==> src/rtl/muldiv_seq.sv <==
// Sequential unsigned multiply / divide / modulo, one result bit per cycle (shift-add, restoring).
// Optional MULDIV_DIV0_FAST_EN: divide-by-zero skips RUN and completes in the cycle after accept.
module muldiv_seq #(
  parameter int WIDTH = 8
) (
  input  logic             clk,
  input  logic             rst,
  input  logic             start,
  input  logic [3:0]       op,
  input  logic [WIDTH-1:0] a,
  input  logic [WIDTH-1:0] b,
  output logic             busy,
  output logic             done,
  output logic [WIDTH-1:0] result,
  output logic [WIDTH-1:0] hi,
  output logic             dz,
  output logic             stall
);

  localparam logic [3:0] OP_MUL = 4'b1000;
  localparam logic [3:0] OP_DIV = 4'b1001;
  localparam logic [3:0] OP_MOD = 4'b1010;
  localparam int CW = $clog2(WIDTH + 1);

  typedef enum logic [1:0] {IDLE, RUN, DONE} state_t;

  state_t           state, state_nxt;
  logic [CW-1:0]    cnt;
  logic [3:0]       op_q;
  logic [WIDTH-1:0] a_q, b_q;
  logic [WIDTH:0]   acc_hi, hi_nxt;
  logic [WIDTH-1:0] acc_lo, lo_nxt;
  logic             valid_op, accept, fast_div0, last_step;

  assign valid_op  = (op == OP_MUL) || (op == OP_DIV) || (op == OP_MOD);
  assign accept    = (state == IDLE) && start && valid_op;
  assign last_step = (state == RUN) && (cnt == CW'(1));

`ifdef MULDIV_DIV0_FAST_EN
  assign fast_div0 = (op != OP_MUL) && (b == '0);
`else
  assign fast_div0 = 1'b0;
`endif

  assign busy  = (state == RUN);
  assign done  = (state == DONE);
  assign stall = accept || (state == RUN);

  always_ff @(posedge clk) begin
    if (rst) state <= IDLE;
    else     state <= state_nxt;
  end

  always_comb begin
    state_nxt = state;
    case (state)
      IDLE:    if (accept) state_nxt = fast_div0 ? DONE : RUN;
      RUN:     if (cnt == CW'(1)) state_nxt = DONE;
      DONE:    state_nxt = IDLE;
      default: state_nxt = IDLE;
    endcase
  end

  // One iteration step. MUL: {acc_hi,acc_lo} is the partial product with the
  // multiplier shifting out of acc_lo. DIV/MOD: acc_hi is the partial remainder,
  // acc_lo shifts the dividend out and the quotient in.
  logic [WIDTH:0] mul_sum, div_shift, div_trial;
  always_comb begin
    mul_sum   = acc_hi + (acc_lo[0] ? {1'b0, a_q} : '0);
    div_shift = {acc_hi[WIDTH-1:0], acc_lo[WIDTH-1]};
    div_trial = div_shift - {1'b0, b_q};
    hi_nxt    = '0;
    lo_nxt    = '0;
    if (op_q == OP_MUL) begin
      hi_nxt = {1'b0, mul_sum[WIDTH:1]};
      lo_nxt = {mul_sum[0], acc_lo[WIDTH-1:1]};
    end else if (div_shift >= {1'b0, b_q}) begin
      hi_nxt = div_trial;
      lo_nxt = {acc_lo[WIDTH-2:0], 1'b1};
    end else begin
      hi_nxt = div_shift;
      lo_nxt = {acc_lo[WIDTH-2:0], 1'b0};
    end
  end

  always_ff @(posedge clk) begin
    if (rst) begin
      cnt    <= '0;
      op_q   <= '0;
      a_q    <= '0;
      b_q    <= '0;
      acc_hi <= '0;
      acc_lo <= '0;
      result <= '0;
      hi     <= '0;
      dz     <= 1'b0;
    end else if (accept) begin
      op_q   <= op;
      a_q    <= a;
      b_q    <= b;
      cnt    <= CW'(WIDTH);
      acc_hi <= '0;
      acc_lo <= (op == OP_MUL) ? b : a;
      if (fast_div0) begin
        // Same outcome a full restoring pass would give with a zero divisor.
        cnt    <= '0;
        result <= (op == OP_DIV) ? '1 : a;
        hi     <= '0;
        dz     <= 1'b1;
      end
    end else if (state == RUN) begin
      cnt    <= cnt - CW'(1);
      acc_hi <= hi_nxt;
      acc_lo <= lo_nxt;
      if (last_step) begin
        if (op_q == OP_MUL) begin
          result <= lo_nxt;
          hi     <= hi_nxt[WIDTH-1:0];
          dz     <= 1'b0;
        end else begin
          result <= (op_q == OP_DIV) ? lo_nxt : hi_nxt[WIDTH-1:0];
          hi     <= '0;
          dz     <= (b_q == '0);
        end
      end
    end
  end

endmodule
==> config.mk <==
export PLATFORM = sky130hd
export DESIGN_NAME = muldiv_seq
export DESIGN_NICKNAME = d
export VERILOG_FILES = /design/src/rtl/muldiv_seq.sv
export SDC_FILE = /design/constraint.sdc
export NUM_CORES = 1
export LEC_CHECK = 0
export ABC_AREA = 1
export ABC_CLOCK_PERIOD_IN_PS = 2100
export BUFFER_PORTS_ARGS = -buffer_cell sky130_fd_sc_hd__buf_2
export CAP_MARGIN = 30
export CORE_MARGIN = 2
export CORE_UTILIZATION = 53
export CTS_CLUSTER_DIAMETER = 80
export DETAILED_ROUTE_END_ITERATION = 8
export PLACE_DENSITY = 0.87
export SLEW_MARGIN = 20
export SYNTH_ARGS = -nofsm -noshare
export SYNTH_HDL_FRONTEND = slang
export SYNTH_SLANG_ARGS = --single-unit
==> constraint.sdc <==
create_clock -name clk -period 2.1 [get_ports clk]
set_input_delay 0.63 -clock clk [delete_from_list [all_inputs] [get_ports clk]]
set_output_delay 0.63 -clock clk [all_outputs]
set_load 0.01 [all_outputs]
Word-level counts from Yosys, hierarchy flattened
Index checks and enable logic that the tools add are counted.
- add/subtract/negate cells: 3
- magnitude comparators: 1
- equality and inequality tests: 10
- mux-type cells: 17
- bitwise operators: 1
- reductions and logical operators: 12
- operator list (cell ; count):
    2-to-1 mux 8 bit ; 8
    equality test 4 bit, second input constant ; 5
    2-to-1 mux 9 bit ; 2
    adder 9 x 8 -> 9 bit ; 1
    greater-or-equal comparator 9 x 8 -> 1 bit ; 1
    subtractor 9 x 8 -> 9 bit ; 1
    logical NOT 8 bit ; 1
    2-to-1 mux 4 bit ; 2
    equality test 4 x 1 -> 1 bit, second input constant ; 1
    2-to-1 mux 2 bit ; 2
    one-hot mux 2 bit (2 select lines) ; 1
    subtractor 4 x 1 -> 4 bit, second input constant ; 1
    logical AND 1 bit ; 3
    logical OR 1 bit ; 3
    AND reduction 3 bit ; 1
    equality test 2 x 1 -> 1 bit, second input constant ; 1
    equality test 2 bit, second input constant ; 1
    logical NOT 2 bit ; 1
    2-to-1 mux 1 bit ; 2
    inequality test 2 x 1 -> 1 bit, second input constant ; 1
    inequality test 2 bit, second input constant ; 1
    AND reduction 2 bit ; 1
    nonzero test 2 bit ; 1
    OR reduction 2 bit ; 1
    NOT 1 bit ; 1
- register bits after elaboration: 60
- bits of input ports: 23
- output and inout bits: 20
- logic and storage cells: 55

Logic depth before layout (Yosys ltp)
- depth in word-level cells: 6
- gate-level depth with buffers: 16
- depth with buffers taken out: 15

Worst setup path after synthesis
Ideal clock, no wire load.
- path kind: register to register
- start: register acc_lo[0]
- end: register acc_hi[5]
- setup time: 113 ps
- arrival time: 1979 ps
- data required time: 1987 ps
- path slack: 7 ps
- stages on the path, launching flop included: 16
- buffers on the path: 1
- period minus slack after synthesis: 2093 ps
- path through: dfxtp_1 > clkbuf_1 > nand2_1 > inv_1 > ha_1 > inv_1 > fa_1 > inv_1 > nand3_1 > a21oi_1 > nor2_1 > xor2_1 > nand2_1 > nand2_2 > o21ai_1 > inv_1
- longest elaborated chain between the ends: 3
- ends and longest elaborated chain (element ; RTL line ; text):
    from (decl) ; 32 ; logic [WIDTH-1:0] acc_lo, lo_nxt;
    from (signal assigned) ; 103 ; acc_lo <= (op == OP_MUL) ? b : a;
    from (signal assigned) ; 114 ; acc_lo <= lo_nxt;
    2-to-1 mux 8 bit ; 69 ; mul_sum = acc_hi + (acc_lo[0] ? {1'b0, a_q} : '0);
    adder 9 x 8 -> 9 bit ; 69 ;
    2-to-1 mux 9 bit ; 74 ; if (op_q == OP_MUL) begin
    to (signal assigned) ; 113 ; acc_hi <= hi_nxt;
    to (decl) ; 31 ; logic [WIDTH:0] acc_hi, hi_nxt;
Every way passes these cells.
A chain may end at the register's enable or synchronous reset.

Worst setup path in the final report
- start: register state[1]
- end: output port stall
- longest elaborated chain between the ends: 4
- elaborated cells on any way between the ends: 5
- those cells by class: 1 x eq/ne; 4 x reduce/logical
- ends and longest elaborated chain (element ; RTL line ; text):
    from (decl) ; 27 ; state_t state, state_nxt;
    from (signal assigned) ; 51 ; else state <= state_nxt;
    logical NOT 2 bit ; 36 ; assign accept = (state == IDLE) && start && valid_op;
    logical AND 1 bit (2 in a row) ; 36 ;
    logical OR 1 bit (*) ; 47 ; assign stall = accept || (state == RUN);
    to (decl) ; 17 ; output logic stall
Every way passes the cells marked *; elsewhere a longest branch is shown, timed or not.

==> key figures <==
Global routing
  • Global Route Usage Sum: 28.51%
  • Pin count of the biggest net entering global routing: 44
  • GRT overflow: 0
  • Vias in the first global route: 3,656
  • Global-route wire length before repair: about 17 mm
  • Initial antenna violation count: 0

Timing
  • Slew @ Worst Pin: between 500 and 600 ps
  • RSZ-0062 raised after global routing: false
  • Worst slew margin: ~64%
  • Minimum clock period: roughly 2000 ps
  • Final Hold Vio Count: 0
  • Slew Limit Fails: 0
  • Fmax: ~500 MHz
  • Layout Skew: 9.816 ps
  • # setup viols final: 0
  • Final period util: 96.13%
  • Setup TNS: 0 ps

Synthesis
  • Sequential element share of the synthesized area: about a third
  • Synthesized instance count: roughly 550
  • Yosys warnings: 0
  • Mapped cell area: around 3800 µm²
  • Post-synth top area share: around a third
  • Mux share of post-synthesis cell area: 0%
  • Post-Synth XOR/XNOR Area: under 10%
  • Adder-cell share of the synthesized area: slightly above 7%
  • Synth Area in Compound Gates: between 20% and 30%
  • Synthesized Nets: 590
  • Mean Syn Cell Area: between 6 and 7 µm²
  • Largest family of logic cells by synthesized area: simple AND/OR/NAND/NOR gates
  • Library cells used by synthesis: 42
  • Synth area leaders: dfxtp_1 (32%), nand2_1 (10%), inv_1 (7.7%)
  • Simple-gate portion of the synthesized area: approximately 28%
  • Synth Register Bits: 60
  • Leading area contributor after synthesis: dfxtp_1

Critical path
  • Slowest CP cell: dfxtp_1
  • CP Max Fanout: 16
  • Reg2reg end: result[4]
  • Critical path arrival: ~1400 ps
  • Slowest stage delay, CP: roughly 430 ps
  • Critical Path Sink Type: primary output
  • CP cell instances: nor2_4 > inv_2 > nand2_2 > buf_2
  • R2R depth: 13
  • Crit Reg-Reg Startpoint: acc_lo[0]
  • Reg2reg setup slack: about 140 ps
  • Buf/Inv on CP: 2
  • Kind of critical path: flop to primary output
  • CP Launch Type: flop
  • WP data required: between 1000 and 1500 ps
  • Largest delay share family, worst path: flip-flops

Hold path
  • Hold WC Path Type: flop to flop
  • Hold EP: op_q[2]
  • Hold path cells: 2
  • Hold_sp: op_q[2]

CTS
  • CTS max path bufs: 2
  • CTS tree: yes
  • Hold buffers post-CTS: 0
  • CTS clk-pin slew, worst paths: roughly 70 ps
  • Clock Latency Late Sink: between 300 and 400 ps
  • Clock sinks: 60
  • Root buffer cell: clkbuf_8
  • Num CTS Buffers: 9
  • Post-cts sizing count: 0
  • H-tree depth: 3
  • Post-CTS Setup Repair Bufs: 0

Power
  • VDD IR max: between 0.4 and 0.5 mV
  • Pwr dens: between 700 and 800 nW/µm²
  • Static Leak: between 2 and 2.5 nW

Die
  • Core Region: a little under 7000 µm²
  • Die Footprint: about 7800 µm²
  • I/O pin cnt: 43
  • Die width: 88.30 µm
  • Row cnt: 30
  • Starting density of the core: ~55%
  • Die Y: between 80 and 90 µm

Placed design
  • DP Area: between 4000 and 5000 µm²
  • Number of port buffers: 42
  • Placed Cells incl. Taps: 678
  • RD Place Congestion: 0.9823
  • Post-DP HPWL: approximately 8.0 mm

Layout
  • Final instance area: approximately 4400 µm²
  • Most frequent cells in the layout: nand2_1 (99), inv_1 (76), dfxtp_1 (58)
  • Cell Count, Final, Fillers Out: between 600 and 700
  • Area growth, synth to finish: 16.45%
  • Commonest non-fill, non-tap cell in the layout: nand2_1
  • Antenna Cells: 0
  • Share of cells above drive strength 1: 23.21%
  • Nets: between 600 and 700

Route
  • Routed Antenna Nets: 0
  • Residual DRC count: 0
  • Vias: 3,967
  • TritonRoute pass-1 iters: 5
  • Post-Route WL: 10.90 mm
  • WL/cell: ~16 µm
  • DR iter-0 viols: 330
  • DR vias/cell: around 5.7

Run
  • Max_cap viols: 0

Run status
  • Status: finished, final reports clean
## stage by stage
| step | power, mW | util [%] | setup WS [ps] | hold slack [ps] |
|---|---|---|---|---|
| global route | 3.457 | 64.19 | 0.4445 | 446.2 |
| CTS | 3.229 | 62.86 | 79.08 | 439.9 |
| detailed placement | 2.178 | 59.93 | 87.66 | 429.7 |
| finish | 3.298 | 64.19 | 81.26 | 442.6 |
| global placement | 2.157 | 59.93 | 116.1 | 421.3 |
| floorplan | 1.949 | - | 7.271 | 415.5 |
## sequential cells by signal, summed over array words and instances (netlist names)
| register | cells |
|---|---|
| acc_hi | 9 |
| a_q | 8 |
| acc_lo | 8 |
| b_q | 8 |
| hi | 8 |
| result | 8 |
| cnt | 4 |
| op_q | 4 |
| state | 2 |
| dz | 1 |
## cell type report
type / count / area [µm²]
Sequential cell: 60 / 1204
Fill cell: 592 / 2446
Clock buffer: 11 / 151.4
Tap cell: 96 / 120.1
Timing Repair Buffer: 55 / 307.8
Multi-Input combinational cell: 384 / 2235
Clock inverter: 4 / 48.80
Inverter: 85 / 319.1
## cell usage after synthesis (all sizes together)
cell type / instances
fa: 2
nor2: 47
a211oi: 2
o21ai: 58
nor3: 4
ha: 18
nor4: 2
a21oi: 60
a21boi: 1
clkbuf: 8
nand4: 7
inv: 85
o21a: 1
a221oi: 2
a31oi: 3
o21bai: 1
o211ai: 8
or2: 2
xnor2: 1
buf: 12
nand2: 119
nand3: 35
xor2: 5
dfxtp: 60
nand3b: 3
o41ai: 1
## layer usage
| metal | up-vias | part of all wire [%] | track usage [%] | wire (µm) |
|---|---|---|---|---|
| met4 | 0 | 4.3 | 12.67 | 464 |
| li1 | 1888 | - | - | - |
| met3 | 49 | 8.7 | 6.623 | 953 |
| met1 | 1826 | 39 | 34.34 | 4224 |
| met5 | - | 0 | 0 | 0 |
| met2 | 204 | 48 | 48.53 | 5255 |
## cells by family after synthesis
kind of cell             after synthesis
AO/OA/AOI/OAI                        137
XOR/XNOR                               6
adder cells (fa/ha/maj)               20
buffers and inverters                105
flip-flops                            60
AND/OR/NAND/NOR                      219
## worst max path at each step
| stage | endpoint | startpoint | slack [ps] | cells past startpoint |
|---|---|---|---|---|
| finish | stall | state[1] | 80 | 4 |
| global route | result[3] | b_q[5] | 0.4 | 13 |
| CTS | stall | state[0] | 80 | 5 |
| detailed placement | stall | op[2] | 90 | 7 |
| global placement | stall | op[2] | 120 | 7 |
| floorplan | acc_hi[5] | acc_lo[0] | 7 | 15 |
## tightest hold or removal path: stages, from the launching register on
cell	delay, ps
dfxtp_1	300
inv_1	60
nor2_1	50
## power by group
group	internal (mW)	total (mW)	switching (mW)	leakage (nW)
clock network	0.604	1.06	0.458	0.105
registers	1.19	1.23	0.0440	0.488
logic	0.346	1.01	0.660	1.58
(Power assumes the default switching activity.)
